`src/rtl/pc_fetch_unit_pkg.sv`:
```
// Shared types and constants for the instruction-fetch stage.
package fetch_pkg;
  typedef enum logic [1:0] {
    BOOT = 2'd0,
    RUN  = 2'd1,
    ERR  = 2'd2
  } fetch_state_e;

  localparam logic [31:0] NOP_INSTR = 32'h0000_0013;
  localparam int unsigned PC_STEP   = 4;
endpackage

```
`src/rtl/pc_fetch_unit_if.sv`:
```
// Instruction-memory bus and IF/ID handoff between fetch and its neighbours.
interface pc_fetch_unit_if #(
  parameter int PC_W  = 9,
  parameter int INS_W = 32
);
  logic [PC_W-1:0]  imem_addr;
  logic [INS_W-1:0] imem_rdata;
  logic [PC_W-1:0]  if_pc;
  logic [INS_W-1:0] if_instr;
  logic             if_valid;

  modport master (
    output imem_addr, if_pc, if_instr, if_valid,
    input  imem_rdata
  );

  modport slave (
    input  imem_addr, if_pc, if_instr, if_valid,
    output imem_rdata
  );
endinterface

```
`src/rtl/pc_fetch_unit_instr_hold_reg.sv`:
```
// Skid register: captures the presented instruction on the first stalled edge
// and keeps presenting it until the stall is released or flushed.
module instr_hold_reg #(
  parameter int INS_W = 32
) (
  input  logic             clk,
  input  logic             rst_n,
  input  logic             stall,
  input  logic             flush,
  input  logic [INS_W-1:0] rdata,
  output logic [INS_W-1:0] instr,
  output logic             held
);
  logic [INS_W-1:0] hold_q, hold_d;
  logic             held_q, held_d;

  always_comb begin
    hold_d = hold_q;
    held_d = held_q;
    if (flush) begin
      held_d = 1'b0;
    end else if (stall) begin
      // Only the first stalled edge captures; memory has moved on after that.
      if (!held_q) begin
        hold_d = rdata;
        held_d = 1'b1;
      end
    end else begin
      held_d = 1'b0;
    end
  end

  always_ff @(posedge clk or negedge rst_n) begin
    if (!rst_n) begin
      hold_q <= '0;
      held_q <= 1'b0;
    end else begin
      hold_q <= hold_d;
      held_q <= held_d;
    end
  end

  assign instr = held_q ? hold_q : rdata;
  assign held  = held_q;
endmodule

```
`src/rtl/pc_fetch_unit.sv`:
```
// Instruction-fetch stage: owns the PC, drives the synchronous instruction
// memory, handles redirects, hazard stalls and misaligned-target trapping.
module pc_fetch_unit
  import fetch_pkg::*;
#(
  parameter int              PC_W     = 9,
  parameter int              INS_W    = 32,
  parameter logic [PC_W-1:0] RESET_PC = '0
) (
  input  logic              clk,
  input  logic              rst_n,
  input  logic              PC_sel,
  input  logic [31:0]       branch_PC,
  input  logic              stall,
  input  logic              err_clear,
  output logic              misalign_err,
  pc_fetch_unit_if.master   bus
);
  fetch_state_e    state_q, state_d;
  logic [PC_W-1:0] pc_q, pc_d;
  logic [PC_W-1:0] fetch_pc_q, fetch_pc_d;
  logic            fetch_vld_q, fetch_vld_d;
  logic            err_q, err_d;
  logic            flush, hold_stall;
  logic [INS_W-1:0] rdata_sel;
  logic            unused_held;
  logic            unused_branch_hi;

  assign unused_branch_hi = ^branch_PC[31:PC_W];

  always_comb begin
    state_d     = state_q;
    pc_d        = pc_q;
    fetch_pc_d  = fetch_pc_q;
    fetch_vld_d = fetch_vld_q;
    err_d       = err_q;
    flush       = 1'b0;
    hold_stall  = 1'b0;
    unique case (state_q)
      BOOT, RUN: begin
        state_d = RUN;
        if (PC_sel) begin
          // Redirect beats stall; the in-flight fetch is on the wrong path.
          flush       = 1'b1;
          fetch_vld_d = 1'b0;
          if (branch_PC[1:0] == 2'b00) begin
            pc_d = branch_PC[PC_W-1:0];
          end else begin
            state_d = ERR;
            err_d   = 1'b1;
          end
        end else if (stall && (state_q == RUN)) begin
          hold_stall = 1'b1;
        end else begin
          pc_d        = pc_q + PC_W'(PC_STEP);
          fetch_pc_d  = pc_q;
          fetch_vld_d = 1'b1;
        end
      end
      ERR: begin
        fetch_vld_d = 1'b0;
        if (err_clear) begin
          pc_d    = RESET_PC;
          err_d   = 1'b0;
          state_d = RUN;
        end
      end
      default: state_d = BOOT;
    endcase
  end

  always_ff @(posedge clk or negedge rst_n) begin
    if (!rst_n) begin
      state_q     <= BOOT;
      pc_q        <= RESET_PC;
      fetch_pc_q  <= '0;
      fetch_vld_q <= 1'b0;
      err_q       <= 1'b0;
    end else begin
      state_q     <= state_d;
      pc_q        <= pc_d;
      fetch_pc_q  <= fetch_pc_d;
      fetch_vld_q <= fetch_vld_d;
      err_q       <= err_d;
    end
  end

  // Memory data is only meaningful when a fetch was issued last cycle.
  assign rdata_sel = fetch_vld_q ? bus.imem_rdata : INS_W'(NOP_INSTR);

  instr_hold_reg #(.INS_W(INS_W)) u_hold (
    .clk   (clk),
    .rst_n (rst_n),
    .stall (hold_stall),
    .flush (flush),
    .rdata (rdata_sel),
    .instr (bus.if_instr),
    .held  (unused_held)
  );

  assign bus.imem_addr = pc_q;
  assign bus.if_pc     = fetch_pc_q;
  assign bus.if_valid  = fetch_vld_q && (state_q != ERR);
  assign misalign_err  = err_q;
endmodule

```
`src/flat_wrapper.sv`:
```
// flat-port wrapper written by rule: the top's interface ports become plain ports
module pc_fetch_unit_flat import fetch_pkg::*;
#(
  parameter int              PC_W     = 9,
  parameter int              INS_W    = 32,
  parameter logic [PC_W-1:0] RESET_PC = '0
)
  (clk, rst_n, PC_sel, branch_PC, stall, err_clear, misalign_err, bus_imem_addr, bus_if_pc, bus_if_instr, bus_if_valid, bus_imem_rdata);
  pc_fetch_unit_if #(.PC_W(PC_W), .INS_W(INS_W)) bus_i ();
  input  logic clk;
  input  logic rst_n;
  input  logic PC_sel;
  input  logic [31:0] branch_PC;
  input  logic stall;
  input  logic err_clear;
  output logic misalign_err;
  output wire logic [$bits(bus_i.imem_addr)-1:0] bus_imem_addr;
  output wire logic [$bits(bus_i.if_pc)-1:0] bus_if_pc;
  output wire logic [$bits(bus_i.if_instr)-1:0] bus_if_instr;
  output wire logic [$bits(bus_i.if_valid)-1:0] bus_if_valid;
  input wire logic [$bits(bus_i.imem_rdata)-1:0] bus_imem_rdata;
  assign bus_imem_addr = bus_i.imem_addr;
  assign bus_if_pc = bus_i.if_pc;
  assign bus_if_instr = bus_i.if_instr;
  assign bus_if_valid = bus_i.if_valid;
  assign bus_i.imem_rdata = bus_imem_rdata;
  pc_fetch_unit #(.PC_W(PC_W), .INS_W(INS_W), .RESET_PC(RESET_PC)) u_core (.clk(clk), .rst_n(rst_n), .PC_sel(PC_sel), .branch_PC(branch_PC), .stall(stall), .err_clear(err_clear), .misalign_err(misalign_err), .bus(bus_i));
endmodule
```
`config.mk`:
```
export PLATFORM = sky130hd
export DESIGN_NAME = pc_fetch_unit_flat
export DESIGN_NICKNAME = d
export VERILOG_FILES = /design/src/rtl/pc_fetch_unit_pkg.sv /design/src/rtl/pc_fetch_unit_if.sv /design/src/rtl/pc_fetch_unit_instr_hold_reg.sv /design/src/rtl/pc_fetch_unit.sv /design/src/flat_wrapper.sv
export SDC_FILE = /design/constraint.sdc
export NUM_CORES = 1
export LEC_CHECK = 0
export CAP_MARGIN = 20
export CORE_MARGIN = 2
export CORE_UTILIZATION = 40
export DETAILED_ROUTE_END_ITERATION = 6
export GPL_ROUTABILITY_DRIVEN = 0
export HOLD_SLACK_MARGIN = 0.06
export PLACE_DENSITY = 0.78
export SLEW_MARGIN = 40
export SYNTH_ARGS = -nofsm -noshare
export SYNTH_HDL_FRONTEND = slang
export SYNTH_SLANG_ARGS = --single-unit
```
`constraint.sdc`:
```
create_clock -name clk -period 3.7 [get_ports clk]
set_clock_uncertainty 0.05 [all_clocks]
set_input_delay 0.74 -clock clk [delete_from_list [all_inputs] [get_ports clk]]
set_output_delay 0.74 -clock clk [all_outputs]
set_load 0.005 [all_outputs]
```
# Word level (Yosys, flattened, before mapping)

Index checks and enable logic that the tools add are counted.

Output and inout port bits: 52
Input port bits: 69
Logic and storage cells: 55
Register bits: 55

Reduce and logical (&&, ||, !) cells: 11
Equality and inequality tests: 8
Muxes and demuxes: 25
Add/subtract/negate cells: 1
Bitwise gates (word level): 3

Operator list:

| cell                                                  | count |
|---|---|
| 2-to-1 mux 32 bit                                     | 2 |
| 2-to-1 mux 9 bit                                      | 4 |
| case mux 9 bit (2 select lines)                       | 1 |
| 2-to-1 mux 1 bit                                      | 12 |
| adder 9 x 3 -> 9 bit, second input constant           | 1 |
| inequality test 2 bit, second input constant          | 4 |
| AND reduction 4 bit                                   | 2 |
| 2-to-1 mux 2 bit                                      | 3 |
| zero test 2 bit                                       | 2 |
| case mux 1 bit (2 select lines)                       | 2 |
| case mux 2 bit (2 select lines)                       | 1 |
| AND reduction 2 bit                                   | 2 |
| inequality test 3 x 2 -> 1 bit, second input constant | 1 |
| inequality test 3 bit, second input constant          | 1 |
| NOT 1 bit                                             | 3 |
| AND reduction 3 bit                                   | 1 |
| == test 2 x 1 -> 1 bit, second input constant         | 1 |
| == test 2 bit, second input constant                  | 1 |
| logical AND 1 bit                                     | 2 |
| nonzero test 2 bit                                    | 1 |
| OR reduction 2 bit                                    | 1 |

# Depth between registers and ports, before layout

Depth after elaboration: 7
Depth in mapped cells: 7
Mapped depth without buffers: 5

# Cells and area by module

Synthesis repeated with hierarchy kept, for this count alone.

Cells, all modules: 249
Area, all modules: 2921.6 um^2

By module, submodules not included:

| module         | times used | area an instance (um^2) | cells an instance |
|---|---|---|---|
| instr_hold_reg | 1          | 1631.6                  | 106 |
| pc_fetch_unit  | 1          | 1290.0                  | 143 |

# Worst setup path after synthesis

No wires, ideal clock.

Kind: register to output
Start: reg u_core.u_hold.held_q, in the netlist u_core.u_hold.held
End: out bus_if_instr[10]
Path buffers: 2
Arrival time: 1246 ps
Slack: 1664 ps
Stages on the path, launching flop included: 5
Cells stage by stage: dfrtp_1 clkbuf_1 nor2_2 clkbuf_1 a22o_1

Longest elaborated chain between the ends: 1

RTL lines:

| element                  | line                               | source |
|---|---|---|
| start: declaration       | pc_fetch_unit_instr_hold_reg.sv:15 | `logic held_q, held_d;` |
| start signal: assignment | pc_fetch_unit_instr_hold_reg.sv:39 | `held_q <= held_d;` |
| 2-to-1 mux 32 bit        | n/a                                |  |
| end: declaration         | flat_wrapper.sv:19                 | `output wire logic [$bits(bus_i.if_instr)-1:0] bus_if_instr;` |

No other way between the ends.

# Worst setup path in the final report

Start: reg u_core.u_hold.held_q, in the netlist u_core.u_hold.held
End: out bus_if_instr[1]

Same word-level chain as after synthesis.

==> qor.txt <==
Leading cell type in the layout, fill and taps excluded -> clkdlybuf4s50_1
I/O pins -> 121
CP arrival -> 2.16 ns
Critical path capture point type -> output port
Tcrit/Tclk final -> 0.798
Crit path buf inv count -> 2
Starting density of the core -> 0.414
Most frequent cells in the layout -> clkdlybuf4s50_1, dfrtp_1, mux2_2, a22o_1, nor2_1
Leak -> 1.67 nW
Worst reg2reg setup slack -> 1.78 ns
H-tree lvl count -> 2
Area of the core -> 6350 um^2
Worst-Margin Slew -> 0.680 ns
Syn Inst Count -> 216
Clk sinks -> 55
RSZ-0062 raised after global routing -> false
Fmax achieved -> 339 MHz
Critical-path cell list -> buf_4 > nand2b_1 > nor2_1 > a21oi_1 > clkdlybuf4s50_1
Clock Power Share -> 0.208
Drt wl/cell -> 15.6 um
Combinational power share -> 0.333
Via count -> 2084
Inst Count DP -> 381
Syn Area/Cell -> 12.2 um^2
Max-slew violations -> 0
Layout area overhead -> 43.5%
Post-detail-place hpwl -> 4390 um
Port bufs -> 97
Row count -> 29
Reg2reg end -> u_core.bus.imem_addr[2]
Syn_nets -> 286
Worst skew pair latency -> 0.30 ns
CTS max path bufs -> 2
Delay-heaviest family, CP -> buffers and inverters
Worst r2r src -> u_core.state_q[0]
Antenna-violating nets left -> 0
Post-CTS Resized -> 0
HP Class -> input port to async pin
Non-Filler Instances -> 389
TritonCTS clock tree -> built
Clock-pin slew on the worst setup and hold paths -> 0.10 ns
Drt pass-1 iters -> 4
Grt total ovfl -> 0
1st-iter DRT viols -> 67
Critical Path Source Type -> register
Final hold violations -> 0
Reg power frac -> 0.459
DP Area -> 3660 um^2
Worst setup path class -> register to output port
Sequential element share of the synthesized area -> 0.523
Post-route cell area -> 3770 um^2
Largest fanout on the critical path -> 26
Final core occ -> 0.594
Vias in the first global route -> 2167
PD cells -> 518 nW/um^2
Initial antenna violation count -> 0
Largest net degree at the start of global routing -> 48
Ys async rst share -> 1.00
Vias per std cell -> 5.36
Post-Route WL -> 6070 um
Switching Share -> 0.282
Hold buffer count at cts -> 0
Number of synthesized flops with an enable pin -> 0
Power, Total -> 1.96 mW
Share of cells above drive strength 1 -> 0.176
Die H -> 85.1 um
Synth unique cells -> 39
Net Sw Power -> 551 uW
Setup violators final -> 0
Status -> complete, no violations
Filler instances -> 559
Reg2reg path depth -> 4
CP max stage cell -> dfrtp_1
Largest stage delay, worst path -> 0.57 ns
Post-Synthesis Cell Area -> 2630 um^2
Setup_tns -> 0 ns
#FFs+latches synth -> 55
Primary FF master, synth -> dfrtp_1
Max-cap viol count -> 0
Die area -> 7240 um^2
Int Pwr -> 1.40 mW
Peak VDD IR -> 0.000328 V
N_diodes -> 0
Min cycle time layout -> 2.95 ns
CTS Buf Count -> 5
Post-CTS setup buffers -> 0
Crit path required time -> 2.91 ns
Root buf cell -> clkbuf_8
Normalized max-slew margin -> 0.546
Post-route DRC violation count -> 0
Global-route usage over all layers -> 0.172
Die width -> 85.1 um
NumNets Final -> 381
YS warnings -> 0
First-pass GRT wire length -> 10100 um
## stage by stage
stage	hold WS, ns	setup WS, ns
3_5_place_dp	0.428	0.869
2_1_floorplan	0.394	1.66
6_report	0.381	0.749
3_3_place_gp	0.417	0.921
5_1_grt	0.427	0.587
4_1_cts	0.403	0.733
## how the worst max path moves through the flow
| stage | from | endpoint | slack, ns | depth (start not counted) |
|---|---|---|---|---|
| after floorplan | u_core.u_hold.held | bus_if_instr[10] | 1.66 | 4 |
| after global placement | bus_imem_rdata[30] | bus_if_instr[30] | 0.92 | 4 |
| after detailed placement | bus_imem_rdata[30] | bus_if_instr[30] | 0.87 | 4 |
| after CTS | u_core.u_hold.held | bus_if_instr[1] | 0.73 | 5 |
| after global routing | u_core.u_hold.held | bus_if_instr[0] | 0.59 | 5 |
| final | u_core.u_hold.held | bus_if_instr[1] | 0.75 | 5 |
## logic make-up after synthesis
| logic type | after synthesis | synth area share |
|---|---|---|
| simple gates | 35 | 0.0728 |
| buf+inv | 22 | 0.0414 |
| compound gates | 61 | 0.178 |
| mux | 42 | 0.179 |
| flops | 55 | 0.523 |
| fa+ha+maj | 1 | 0.00476 |
## flip-flops by register name, summed over array words and instances, names as in the netlist
signal,flops
u_core.u_hold.hold_q,32
u_core.state_q,2
u_core.misalign_err,1
u_core.bus.imem_addr,9
u_core.u_hold.held,1
u_core.bus.if_pc,9
u_core.fetch_vld_q,1
## area by class of cell
cell class / instances / area (um^2) / share of cell area
clock buffer: 6 / 82.6 / 0.0219
clock inverter: 2 / 35.0 / 0.00928
inverter: 7 / 26.3 / 0.00696
multi-input combinational: 139 / 1140 / 0.303
sequential: 55 / 1380 / 0.365
tap: 77 / 96.3 / 0.0255
timing repair buffer: 103 / 1010 / 0.268
## Yosys cell counts, types with 2 or more instances
master / n / share of area
a31oi_1: 2 / 0.0048
a22oi_1: 2 / 0.0057
nor3_1: 4 / 0.0076
buf_2: 3 / 0.0057
o21ai_0: 2 / 0.0038
a21oi_1: 8 / 0.015
clkbuf_1: 8 / 0.011
buf_6: 3 / 0.013
dfrtp_1: 55 / 0.52
mux2_1: 7 / 0.030
nand2_1: 8 / 0.011
o21a_1: 2 / 0.0057
nor2_1: 9 / 0.013
a21o_1: 2 / 0.0057
a22o_1: 28 / 0.093
mux2_2: 34 / 0.15
nor2b_1: 3 / 0.0071
o21ai_1: 8 / 0.015
inv_1: 7 / 0.010
nand2b_1: 2 / 0.0048
## power groups by stage
| stage | Clock (mW) | Combinational [mW] | Sequential (mW) |
|---|---|---|---|
| finish | 0.406 | 0.651 | 0.898 |
| detailed placement | 0 | 0.657 | 0.911 |
| global placement | 0 | 0.639 | 0.899 |
| global route | 0.445 | 0.711 | 0.919 |
| CTS | 0.419 | 0.661 | 0.898 |
| floorplan | 0 | 0.321 | 0.880 |
## routing by layer
metal	vias up	routed length [um]	track usage
met3	9	321	0.0350
met5	-	0	0
met2	67	2920	0.288
li1	980	-	-
met1	1028	2720	0.225
met4	0	108	0.0548
No activity file was read; power rests on OpenSTA's default activity.
